<file path="config.mk">
export PLATFORM = sky130hd
export DESIGN_NAME = mm_job_scheduler
export DESIGN_NICKNAME = d
export VERILOG_FILES = /design/src/rtl/mm_job_scheduler.sv
export SDC_FILE = /design/constraint.sdc
export NUM_CORES = 1
export LEC_CHECK = 0
export CAP_MARGIN = 20
export CORE_ASPECT_RATIO = 0.75
export CORE_MARGIN = 3
export CORE_UTILIZATION = 35
export DETAILED_ROUTE_END_ITERATION = 7
export PLACE_DENSITY = 0.67
export RECOVER_POWER = 100
export SYNTH_ARGS = -nofsm -noshare
export SYNTH_HDL_FRONTEND = slang
export SYNTH_SLANG_ARGS = --single-unit
</file>
<file path="constraint.sdc">
create_clock -name clk -period 3.05 [get_ports clk]
set_clock_uncertainty 0.05 [all_clocks]
set_input_delay 0.4575 -clock clk [delete_from_list [all_inputs] [get_ports clk]]
set_output_delay 0.4575 -clock clk [all_outputs]
set_load 0.01 [all_outputs]
</file>
<file path="src/rtl/mm_job_scheduler.sv">
// Round-robin job scheduler for a matrix-multiply unit with a skid-buffered
// result drain. Define MM_SCHED_TIMEOUT_EN to add the WAIT_DONE watchdog (err).
module mm_job_scheduler #(
   parameter int N       = 16,
   parameter int DW      = 32,
   parameter int AW      = 8,
   parameter int TIMEOUT = 4096
) (
   input  logic          clk,
   input  logic          rst,
   input  logic [1:0]    req,
   output logic [1:0]    grant,
   output logic          busy,
   output logic          cu_start,
   input  logic          cu_done,
   output logic [AW-1:0] c_addr,
   input  logic [DW-1:0] c_q,
   output logic          out_valid,
   input  logic          out_ready,
   output logic [DW-1:0] out_data,
   output logic          out_last,
`ifdef MM_SCHED_TIMEOUT_EN
   output logic          err,
`endif
   output logic          job_done
);

   localparam logic [AW-1:0] LAST = AW'(N * N - 1);

   if (AW < $clog2(N * N) || TIMEOUT < 1) begin : g_param_check
      $error("mm_job_scheduler: bad AW or TIMEOUT");
   end

   typedef enum logic [2:0] {IDLE, START, WAIT_DONE, DRAIN, FINISH} state_t;

   state_t          state, nxt;
   logic [1:0]      win;
   logic            prio;
   logic            tmo;
   logic            fire, issue;
   logic [1:0]      use_cnt;
   logic            rd_pend, all_rd;
   logic            skid_v;
   logic [DW-1:0]   skid_d;
   logic [AW-1:0]   out_cnt;

   assign busy     = (state != IDLE);
   assign cu_start = (state == START);
   assign job_done = (state == FINISH);
   assign out_last = out_valid && (out_cnt == LAST);
   assign fire     = out_valid && out_ready;

   // Output register + skid entry hold two elements; count the read in flight.
   assign use_cnt = 2'(out_valid) + 2'(skid_v) + 2'(rd_pend) - 2'(fire);
   assign issue   = (state == DRAIN) && !all_rd && (use_cnt < 2'd2);

`ifdef MM_SCHED_TIMEOUT_EN
   localparam int CW = $clog2(TIMEOUT + 1);
   logic [CW-1:0] wd_cnt;

   assign tmo = !cu_done && (wd_cnt == CW'(TIMEOUT - 1));

   always_ff @(posedge clk) begin
      if (rst || state != WAIT_DONE) wd_cnt <= '0;
      else wd_cnt <= wd_cnt + CW'(1);
   end

   always_ff @(posedge clk) begin
      if (rst) err <= 1'b0;
      else if (state == WAIT_DONE && tmo) err <= 1'b1;
   end
`else
   assign tmo = 1'b0;
`endif

   always_ff @(posedge clk) begin
      if (rst) state <= IDLE;
      else state <= nxt;
   end

   always_comb begin
      nxt = state;
      win = 2'b00;
      unique case (state)
         IDLE: begin
            if (|req) begin
               nxt = START;
               if (req == 2'b11) win = prio ? 2'b10 : 2'b01;
               else win = req;
            end
         end
         START: nxt = WAIT_DONE;
         WAIT_DONE: begin
            if (cu_done) nxt = DRAIN;
            else if (tmo) nxt = IDLE;
         end
         DRAIN: if (fire && out_last) nxt = FINISH;
         FINISH: nxt = IDLE;
         default: nxt = IDLE;
      endcase
   end

   always_ff @(posedge clk) begin
      if (rst) begin
         grant     <= 2'b00;
         prio      <= 1'b0;
         c_addr    <= '0;
         all_rd    <= 1'b0;
         rd_pend   <= 1'b0;
         skid_v    <= 1'b0;
         skid_d    <= '0;
         out_valid <= 1'b0;
         out_data  <= '0;
         out_cnt   <= '0;
      end else begin
         if (state == IDLE && nxt == START) begin
            grant <= win;
            prio  <= win[0];
         end else if (nxt == IDLE) begin
            grant <= 2'b00;
         end

         if (issue) begin
            c_addr <= c_addr + AW'(1);
            all_rd <= (c_addr == LAST);
         end
         rd_pend <= issue;

         // Oldest data first: skid entry, then the word returning from BRAM.
         if (!out_valid || fire) begin
            if (skid_v) begin
               out_data  <= skid_d;
               out_valid <= 1'b1;
               skid_v    <= rd_pend;
               skid_d    <= c_q;
            end else begin
               out_valid <= rd_pend;
               if (rd_pend) out_data <= c_q;
            end
         end else if (rd_pend) begin
            skid_v <= 1'b1;
            skid_d <= c_q;
         end

         if (fire) out_cnt <= out_cnt + AW'(1);

         if (state == FINISH) begin
            c_addr  <= '0;
            all_rd  <= 1'b0;
            out_cnt <= '0;
         end
      end
   end

endmodule
</file>
==> results of run 1 <==
-- stage by stage --
stage          cells  worst slack, ns  area (um^2)  util (%)  total power [mW]
2_1_floorplan    422            0.757         3720         -              1.36
3_3_place_gp     616            0.219         4660      46.6              1.49
3_5_place_dp     616            0.151         4660      46.6              1.49
4_1_cts          632            0.490         4980      49.7              2.64
5_1_grt          632            0.182         4970      49.6              2.70
6_report         632            0.342         4970      49.6              2.60
-- final cells by class --
| class | instances | share of cell area [%] |
|---|---|---|
| Clock buffer | 13 | 5.44 |
| Clock inverter | 3 | 0.932 |
| Inverter | 4 | 0.302 |
| Multi-Input combinational cell | 299 | 35.7 |
| Sequential cell | 90 | 36.3 |
| Tap cell | 132 | 3.32 |
| Timing Repair Buffer | 91 | 18.0 |
-- state kept, by name (all words and copies together) (netlist names) --
signal,count
prio,1
state,3
out_valid,1
all_rd,1
rd_pend,1
out_cnt,8
c_addr,8
out_data,32
grant,2
skid_d,32
skid_v,1
-- kinds of logic (layout without fill, tap and decap cells) --
family	Yosys count	after routing	synth area share, %
and+or+nand+nor	160	160	19.4
AOI/OAI and AO/OA	93	93	15.5
DFF	90	90	48.4
muxes	34	34	9.18
buffers and inverters	33	111	4.30
xor gates and xnor gates	8	8	1.88
adders and majority gates	4	4	1.35
-- placed cells by master, fill, tap and decap left out, drive strengths merged, types with 2 or more instances in the layout --
cell type      synthesis  layout
dfxtp                 90      90
nand2                 75      75
nor2                  49      49
dlygate4sd3            0      47
a21oi                 43      43
clkdlybuf4s50          0      36
mux2i                 33      33
a211oi                32      32
clkbuf                13      16
o21ai                  7       7
nand4                  6       6
xor2                   5       5
nand3                  5       5
buf                   16       5
inv                    4       4
nor3                   4       4
and3                   4       4
ha                     4       4
or3                    4       4
nor3b                  3       3
xnor2                  3       3
o31ai                  3       3
or4                    3       3
o21a                   3       3
a21boi                 2       2
-- worst max-delay path by stage --
stage | cells past startpoint | from | end | slack [ns]
finish | 11 | out_ready | c_addr[5] | 0.34
global placement | 11 | out_ready | c_addr[7] | 0.22
floorplan | 9 | out_ready | c_addr[7] | 0.76
detailed placement | 11 | out_ready | c_addr[6] | 0.15
global route | 11 | out_ready | c_addr[6] | 0.18
CTS | 11 | out_ready | c_addr[6] | 0.49
-- critical path: cells and delay by family --
| kind | cells | cell delay, ns |
|---|---|---|
| compound gates | 2 | 0.33 |
| xor+xnor | 1 | 0.08 |
| fa+ha+maj | 2 | 0.53 |
| buf+inv | 4 | 0.87 |
| simple gates | 2 | 0.62 |
-- where the power goes --
part / switching, mW / internal (mW)
sequential: 0.0255 / 1.20
clock: 0.443 / 0.704
combinational: 0.104 / 0.115
total: 0.572 / 2.02
-- metal layers --
metal	routed length, um	up-vias
met5	0	-
met4	68	0
met3	427	7
met2	3960	72
met1	4340	1505
li1	-	1622
==> run metrics, run 1 <==
Overflow after GRT 0; CTS root buf clkbuf_16; GRT Util Overall 14.6%; Core Region 10000 um^2; Synth Warn # 0; Worst Hold Class reg -> reg; met1 Track Usage GR 19.4%; worst-case clock buffer depth 2; Hold-fix buffers, CTS 0; Worst Hold Launch skid_d[28]; hold_ws 0.401 ns; hold path cells 2; Primary FF master, synth dfxtp_1; Crit Path Class in -> reg; status complete, no violations; top cells by instance count after synthesis 90 x dfxtp_1, 75 x nand2_1, 48 x nor2_1; crit share post-route 88.8%; flops & latches, synth 90; GR Util met3 4.54%; EDFF count, synth 0; vias per cell 5.07; Mapped Nets 464; vias in the first global route 3016; Filler Cells Inserted 926; top cells by area, synth dfxtp_1 48%, mux2i_1 8.9%, nand2_1 7.6%; RR Startpoint skid_v; CTS sink cnt 90; DRC Markers 0; most frequent cell after synthesis dfxtp_1; final wirelength 8.79 mm; 1st-iter DRT viols 171; startpoint types input port; largest net degree at the start of global routing 65; Area Growth Syn to Fin 33.5%; number of port buffers 84; routed length per instance 13.9 um; Max Slew Vio Count 0; CP Max Fanout 18; Slew HR 15.6%; final setup TNS 0 ns; FF+latch area 1800 um^2; VDD IR max 0.000261 V; Initial Util 37.2%; first-pass GRT wire length 14.3 mm; Routed Antenna Nets 0; DIE HEIGHT 95.3 um; Final Hold Fails 0; Syn Inst Count 422; syn avg cell area 8.82 um^2; r2r worst-path depth 4; WP data required 3.25 ns; # rows 31; worst slew pin tran 1.27 ns; layout cells sized above 1 5.60%; Vias 3206; Data arrival, critical path 2.91 ns; H-tree Lvls 3; share of the synthesized area in the top cell type 48.4%; leakage power 1.77 nW; hpwl dp 5.79 mm; post-synthesis sequential area ratio 48.4%; CTS tree built; Crit path largest cell delay 0.57 ns; final setup fails 0; minimum clock period 2.71 ns; fin nets 537; Antenna diodes 0; initial antenna violation count 0; Setup Buffers After CTS 0; multi-input logic area 1780 um^2; crit-path cells dlygate4sd3_1 > nand2_1 > inv_1 > ha_1 > inv_1 > ha_1 > a21oi_1 > xnor2_1 > buf_4 > or4_1 > a21oi_1; hold endpoint skid_d[28]; drt first pass iters 4; Post-Syn Area 3720 um^2; met2 Use GR 23.1%; Ports 85; Die X 125 um; CP endpoint kind flop; RSZ-0062 raised after global routing no; asr flop ratio synth 0%; Cell variety after synth 40; Crit-path slowest cell dlygate4sd3_1; r2r endpoint skid_d[5]; P per Cell Area 522 nW/um^2; max_cap viols 0; GPL Wtd Cong 0.765; die area 11900 um^2; post-synth top area cell dfxtp_1; worst skew pair latency 0.33 ns; post-cts resize count 0; r2r setup slk 0.48 ns; fmax 369 MHz; clk slew on worst S/H paths 0.06 ns; Num CTS Buffers 9; gr busiest metal met2
Note: power is estimated with default switching activity, not from simulation.
==> run 2, diff against run 1 <==
--- a/config.mk
+++ b/config.mk
@@ -5,6 +5,7 @@
 export SDC_FILE = /design/constraint.sdc
 export NUM_CORES = 1
 export LEC_CHECK = 0
+export ABC_AREA = 1
 export CAP_MARGIN = 20
 export CORE_ASPECT_RATIO = 0.75
 export CORE_MARGIN = 3
==> run metrics, run 2 <==
most frequent cells in the layout 127 x nand2_1, 90 x dfxtp_1, 68 x o21ai_0; CTS root buf clkbuf_16; worst skew pair latency 0.33 ns (about the same); initial antenna violation count 0 (unchanged); VDD IR max 0.000257 V (-1.7%); fin nets 633 (+18%); syn avg cell area 7.43 um^2 (-16%); Synth Warn # 0 (unchanged); worst slew pin tran 1.02 ns (-0.242 ns); Area Growth Syn to Fin 30.7%; Max Slew Vio Count 0 (unchanged); Vias 3556 (+11%); Core Region 10500 um^2 (+4.8%); Data arrival, critical path 2.73 ns (-0.18 ns); Syn Inst Count 516 (+22%); routed length per instance 12.8 um (-7.7%); Cell variety after synth 28 (-30%); non-filler cells, final 732 (+16%); simple-gate share of the synthesized area 19.1% (-0.32 points); vias per cell 4.86 (-4.2%); Hold-fix buffers, CTS 0 (unchanged); post-synth top area cell dfxtp_1; Ports 85 (unchanged); status complete, no violations; P per Cell Area 515 nW/um^2 (-1.4%); CTS tree built; Die X 127 um (+1.5%); Initial Util 36.6% (-0.61 points); post-cts resize count 0 (unchanged); final wirelength 9.39 mm (+6.8%); Worst Hold Class reg -> reg; Antenna diodes 0 (unchanged); clk slew on worst S/H paths 0.06 ns (about the same); final core occ 47.8% (-1.9 points); share of the synthesized area in the top cell type 47.0% (-1.5 points); post-synthesis mux area share 0% (-9.2 points); Post-Syn Area 3840 um^2 (+3.1%); top cells by instance count after synthesis 126 x nand2_1, 90 x dfxtp_1, 63 x inv_1; largest family of logic cells by synthesized area compound AO/OA/AOI/OAI gates; number of port buffers 84 (unchanged); most frequent cell after synthesis nand2_1; Mapped Nets 558 (+20%); XOR/XNOR Fraction of Synth Area 0.685% (-1.2 points); Slew HR 31.7% (+16 points); Setup Buffers After CTS 0 (unchanged); CP endpoint kind flop; Routed Antenna Nets 0 (unchanged); DRC Markers 0 (unchanged); minimum clock period 2.56 ns (-0.150 ns); Crit Path Class in -> reg; most common cell after layout, fill and taps aside nand2_1; CP Max Fanout 9 (-9); hold path cells 2 (unchanged); Primary FF master, synth dfxtp_1; Final Hold Fails 0 (unchanged); WP data required 3.23 ns (-0.02 ns); placed cells 716 (+16%); final setup fails 0 (unchanged); drt first pass iters 4 (unchanged); top cells by area, synth dfxtp_1 47%, nand2_1 12%, inv_1 6.2%; Adder-Cell Fraction of Synth Area 1.30% (-0.040 points); GPL Wtd Cong 0.794 (+3.7%); layout cells sized above 1 4.36% (-1.2 points); startpoint types input port; die area 12300 um^2 (+2.9%); RSZ-0062 raised after global routing no; first-pass GRT wire length 15.7 mm (+10%); # rows 32 (+3.2%); final setup TNS 0 ns (unchanged); top flop regs out_data: 32 flops, skid_d: 32 flops; asr flop ratio synth 0% (unchanged); leakage power 2.05 nW (+16%); Synth Area in Compound Gates 21.1% (+5.6 points); r2r worst-path depth 11 (+7); DIE HEIGHT 96.7 um (+1.4%); CTS sink cnt 90 (unchanged); worst-case clock buffer depth 2 (unchanged); GRT Util Overall 15.4% (+0.85 points); crit share post-route 83.9% (-4.9 points); max_cap viols 0 (unchanged); Overflow after GRT 0 (unchanged); EDFF count, synth 0 (unchanged); hpwl dp 6.55 mm (+13%); 1st-iter DRT viols 220 (+29%); flops & latches, synth 90 (unchanged); vias in the first global route 3309 (+9.7%); H-tree Lvls 3 (unchanged); largest net degree at the start of global routing 43 (-34%); fmax 391 MHz (+5.9%); Num CTS Buffers 9 (unchanged); post-synthesis sequential area ratio 47.0% (-1.5 points)
[run 2: cell count changes in the layout (fill, tap and decap cells not counted), sizes merged, moves of 4 or more]
cell    change
nor2       -27
o21ai      +65
or3         -4
a211oi     -32
nand3       +7
nand2      +52
mux2i      -33
xor2        -4
a31oi      +32
inv        +64
[run 2: power by group]
part / switching, mW / total [mW] / internal (mW)
logic: 0.109 / 0.216 / 0.107
registers: 0.0175 / 1.22 / 1.21
clock network: 0.459 / 1.14 / 0.684
[run 2: kinds of logic after synthesis]
group,count (synthesis)
buffers and inverters,94
flip-flops,90
AO/OA/AOI/OAI,151
XOR/XNOR,3
adder cells (fa/ha/maj),4
AND/OR/NAND/NOR,174
[run 2: path summary, 6_finish.rpt]
check | from | end | slack [ns]
setup / recovery | out_ready | c_addr[1] | 0.49
hold / removal | skid_d[14] | skid_d[14] | 0.39
setup reg to reg | out_valid | c_addr[1] | 0.81
hold reg to reg | skid_d[14] | skid_d[14] | 0.39
[run 2: metrics by stage]
step           power, mW  setup slack [ns]  hold WS (ns)  cell area, um^2
3_5_place_dp        1.48             0.335         0.385             4740
2_1_floorplan       1.36              1.01         0.374             3840
3_3_place_gp        1.48             0.400         0.381             4740
6_report            2.58             0.492         0.393             5010
5_1_grt             2.69             0.278         0.410             5010
4_1_cts             2.63             0.683         0.396             5050
[run 2: area by class of cell]
class	count	area [um^2]
fillers	1039	5480
flip-flops and latches	90	1800
multi-input cells	332	1590
repair buffers	92	890
clock buffers	11	253
inverters	66	248
well taps	136	170
clock inverters	5	60.1
[run 2: critical path, cell delays in order]
cell and delay (ns):
dlygate4sd3_1 0.55, nand2_1 0.20, inv_1 0.11, ha_1 0.29, inv_1 0.04, ha_1 0.26
nand2_1 0.08, nand2_1 0.05, nand2_1 0.09, nand3_1 0.28, o21ai_0 0.27, nor2_1 0.06
[run 2: routing by layer]
metal / wire length [um] / up-vias / track usage, %
li1: - / 1837 / -
met1: 4430 / 1630 / 20.3
met2: 4450 / 77 / 24.6
met3: 382 / 12 / 4.08
met4: 129 / 0 / 4.95
met5: 0 / - / 0
==> run 3, diff against run 2 <==
==> constraint.sdc (replaced) <==
create_clock -name clk -period 2.7 [get_ports clk]
set_clock_uncertainty 0.05 [all_clocks]
set_input_delay 0.405 -clock clk [delete_from_list [all_inputs] [get_ports clk]]
set_output_delay 0.405 -clock clk [all_outputs]
set_load 0.01 [all_outputs]
==> run metrics, run 3 (synthesis results as in run 2) <==
die area 12300 um^2 (unchanged); Max Slew Vio Count 0 (unchanged); max_cap viols 0 (unchanged); final setup TNS 0 ns (unchanged); # rows 32 (unchanged); Overflow after GRT 0 (unchanged); Worst Hold Class reg -> reg; hold_ws 0.393 ns (-0.000232 ns); hold endpoint skid_d[5]; Setup Buffers After CTS 0 (unchanged); Num CTS Buffers 9 (unchanged); leakage power 2.04 nW (-0.27%); Worst Hold Launch skid_d[5]; Routed Antenna Nets 0 (unchanged); CTS root buf clkbuf_16; CP Max Fanout 8 (-1); H-tree Lvls 3 (unchanged); worst-case clock buffer depth 2 (unchanged); most frequent cells in the layout 127 x nand2_1, 90 x dfxtp_1, 68 x o21ai_0; Final Hold Fails 0 (unchanged); final setup fails 0 (unchanged); r2r endpoint c_addr[1]; RR Startpoint out_valid; Crit Path Class reg -> out; CTS sink cnt 90 (unchanged); Vias 3583 (+0.76%); Die X 127 um (unchanged); hpwl dp 6.34 mm (-3.2%); r2r setup slk 0.62 ns (-0.19 ns); startpoint types flop; minimum clock period 2.38 ns; Filler Cells Inserted 1025 (-1.3%); Core Region 10500 um^2 (unchanged); crit share post-route 88.2%; fmax 420 MHz; status complete, no violations; number of port buffers 84 (unchanged); layout cells sized above 1 4.03% (-0.34 points); routed length per instance 12.7 um (-1.4%); GRT Util Overall 15.7% (+0.24 points); 1st-iter DRT viols 233 (+5.9%); final wirelength 9.27 mm (-1.4%); Data arrival, critical path 1.93 ns (-0.80 ns); vias in the first global route 3439 (+3.9%); most common cell after layout, fill and taps aside nand2_1; Initial Util 36.6% (unchanged); first-pass GRT wire length 16.0 mm (+1.6%); WP data required 2.25 ns (-0.98 ns); initial antenna violation count 0 (unchanged); Area Growth Syn to Fin 31.0%; hold path cells 2 (unchanged); worst skew pair latency 0.33 ns (about the same); vias per cell 4.89 (+0.76%); DIE HEIGHT 96.7 um (unchanged); worst slew pin tran 0.838 ns (-0.186 ns); post-cts resize count 0 (unchanged); r2r worst-path depth 11 (unchanged); largest net degree at the start of global routing 65 (+51%); fin area 5030 um^2 (+0.25%); top flop regs out_data: 32 flops, skid_d: 32 flops; RSZ-0062 raised after global routing no; placed cell areas 4770 um^2 (+0.69%); P per Cell Area 570 nW/um^2 (+11%); DRC Markers 0 (unchanged); GPL Wtd Cong 0.767 (-3.4%); VDD IR max 0.000322 V (+25%); Slew HR 44.1% (+12 points); Hold-fix buffers, CTS 0 (unchanged); drt first pass iters 4 (unchanged); clk slew on worst S/H paths 0.06 ns (about the same); Ports 85 (unchanged); Power Total 2.87 mW (+11%); CP endpoint kind output port; CTS tree built; fin nets 634 (+0.16%); Antenna diodes 0 (unchanged)
-- run 3: cell types whose count changed in the layout (fill, tap and decap cells not counted), sizes merged --
cell,change
clkinvlp,+2
inv,-2
buf,+1
clkinv,-1
-- run 3: how the worst max path moves through the flow --
stage / startpoint / to / cells after the start
global placement: out_ready / c_addr[1] / 12
global route: out_ready / c_addr[1] / 12
floorplan: out_ready / c_addr[1] / 11
detailed placement: out_ready / c_addr[7] / 13
CTS: out_cnt[3] / out_last / 4
finish: out_cnt[3] / out_last / 4
-- run 3: stage by stage --
step | instances | worst slack (ns) | utilization (%)
after floorplan | 516 | 0.716 | -
after global placement | 717 | 0.299 | 45.5
after detailed placement | 717 | 0.254 | 45.5
after CTS | 732 | 0.375 | 48.3
after global routing | 732 | 0.165 | 47.9
final | 732 | 0.319 | 47.9
-- run 3: layout make-up --
class,instances,area [um^2],area share [%]
flip-flops and latches,90,1800,35.8
multi-input cells,332,1590,31.6
well taps,136,170,3.39
repair buffers,93,922,18.3
clock inverters,4,52.6,1.05
clock buffers,11,243,4.83
inverters,66,248,4.93
-- run 3: worst max-delay path: stages, from the launching register on --
cell and delay (ns):
dfxtp_1 0.47, nand3_1 0.11, nor3_1 0.21, and3_1 0.20
dlygate4sd3_1 0.61
-- run 3: routing by layer --
metal,vias to the layer above,GRT usage [%],wire length [um]
met4,0,5.85,180
met5,-,0,0
met3,15,4.42,422
met1,1647,20.3,4380
li1,1845,-,-
met2,76,24.8,4280
-- run 3: power by group --
part	internal (mW)	switching [mW]
logic	0.123	0.122
registers	1.36	0.0201
clock network	0.737	0.500
total	2.22	0.642
==> RTL edit, RTL diff (flow settings as in run 3) <==
Encoding of `state_t`: now one-hot (5 bits for 5 states).
--- a/src/rtl/mm_job_scheduler.sv
+++ b/src/rtl/mm_job_scheduler.sv
@@ -33,3 +33,3 @@
 
-   typedef enum logic [2:0] {IDLE, START, WAIT_DONE, DRAIN, FINISH} state_t;
+   typedef enum logic [4:0] {IDLE = 5'b00001, START = 5'b00010, WAIT_DONE = 5'b00100, DRAIN = 5'b01000, FINISH = 5'b10000} state_t;
 
Behaviour: no difference found for any inputs over 10 cycles, from zero or initial values and one cycle with rst high; not proved beyond that.
==> RTL edit against run 3 <==
  * Area after synthesis fell by 0.55%
  * Sequential cell count rose by 2
  * Final area rose by 1.6%
  * Critical path depth did not move
  * Wire length fell by 0.51%
  * First-iteration DRC count fell by 14%
  * Count of clock-buffer cells in the layout fell by 2
  * Power rose by 1.7%
  * Worst setup slack got worse by 10 ps
  * Largest cell class unchanged
==> RTL edit: results (changes against run 3) <==
metric,value,unit,change
ys_types,26,,was 28
globalRouteTotalUtil,14.9,%,was 15.7%
grt_pass1_wl,15000,um,was 16000 um
post_drt_wl_per_cell,12.7,um,about the same
r2r-end,out_data[2],,was c_addr[1]
yosys-top-cells-count,"nand2_1 (114), dfxtp_1 (92), o21ai_0 (59)",,"was nand2_1 (126), dfxtp_1 (90), inv_1 (63)"
crit_start,out_cnt[1],,was out_cnt[3]
nets,629,,was 634
dp_cells,711,,was 717
hold_end,skid_d[23],,was skid_d[5]
syn_inst,512,,was 516
fill_cells,989,,was 1025
placed_cell_area,0.00480,sq mm,was 0.00477 sq mm
cp_max_fo,3,,was 8
detail_route.iter0.violations,200,,was 233
synthesis.nets,554,,was 558
dp_hpwl,6370,um,was 6340 um
status,"complete, no violations",,unchanged
slew-limit-headroom,20.1,%,was 44.1%
power.switching,0.633,mW,was 0.642 mW
regToRegStartpoint,skid_v,,was out_valid
p_clk_share,45.9,%,was 43.2%
place_ws,-100,ps,was 254 ps
yosys-top-cells-area,"dfxtp_1 (48%), nand2_1 (11%), o21ai_0 (7.7%)",,"was dfxtp_1 (47%), nand2_1 (12%), inv_1 (6.2%)"
grt_pass1_vias,3271,,was 3439
power,2.91,mW,was 2.87 mW
hold-worst-slack,395,ps,was 393 ps
## RTL edit: metal layers
layer / vias up / track usage (%) / wire length [um] / share of wire (%)
li1: 1842 / - / - / -
met1: 1639 / 19.6 / 4420 / 48
met2: 75 / 24.6 / 4260 / 46
met4: 0 / 4.29 / 101 / 1.1
met5: - / 0 / 0 / 0
met3: 10 / 3.74 / 432 / 4.7
## RTL edit: area by class of cell
type,instances,share of cell area (%)
Tap cell,136,3.33
Multi-Input combinational cell,331,31.5
Clock inverter,7,1.94
Inverter,60,4.41
Timing Repair Buffer,93,18.3
Clock buffer,9,4.41
Sequential cell,92,36.1
## RTL edit: worst max-delay path, stage by stage (launching register included)
cell and delay, ps:
dfxtp_1 360, ha_1 210, nand4_1 110, nor3_1 250
dlygate4sd3_1 670
## RTL edit: worst max path at each step
stage	depth (start not counted)	slack [ps]	endpoint
floorplan	11	620	c_addr[1]
global placement	12	-60	c_addr[7]
detailed placement	12	-100	c_addr[0]
CTS	12	250	c_addr[0]
global route	6	100	skid_d[3]
finish	4	310	out_last
## RTL edit: kinds of logic (layout without fill, tap and decap cells)
| kind of cell | Yosys count | in the layout | share of synthesized area [%] |
|---|---|---|---|
| simple gates | 163 | 163 | 17.6 |
| compound gates | 158 | 158 | 22.1 |
| flops | 92 | 92 | 48.3 |
| buf+inv | 89 | 169 | 9.35 |
| xor+xnor | 6 | 6 | 1.38 |
| fa+ha+maj | 4 | 4 | 1.31 |
## RTL edit: through the flow
stage / util (%) / TNS, ps
2_1_floorplan: - / 0
3_3_place_gp: 45.9 / -332
3_5_place_dp: 45.9 / -523
4_1_cts: 49.0 / 0
5_1_grt: 48.9 / 0
6_report: 48.9 / 0
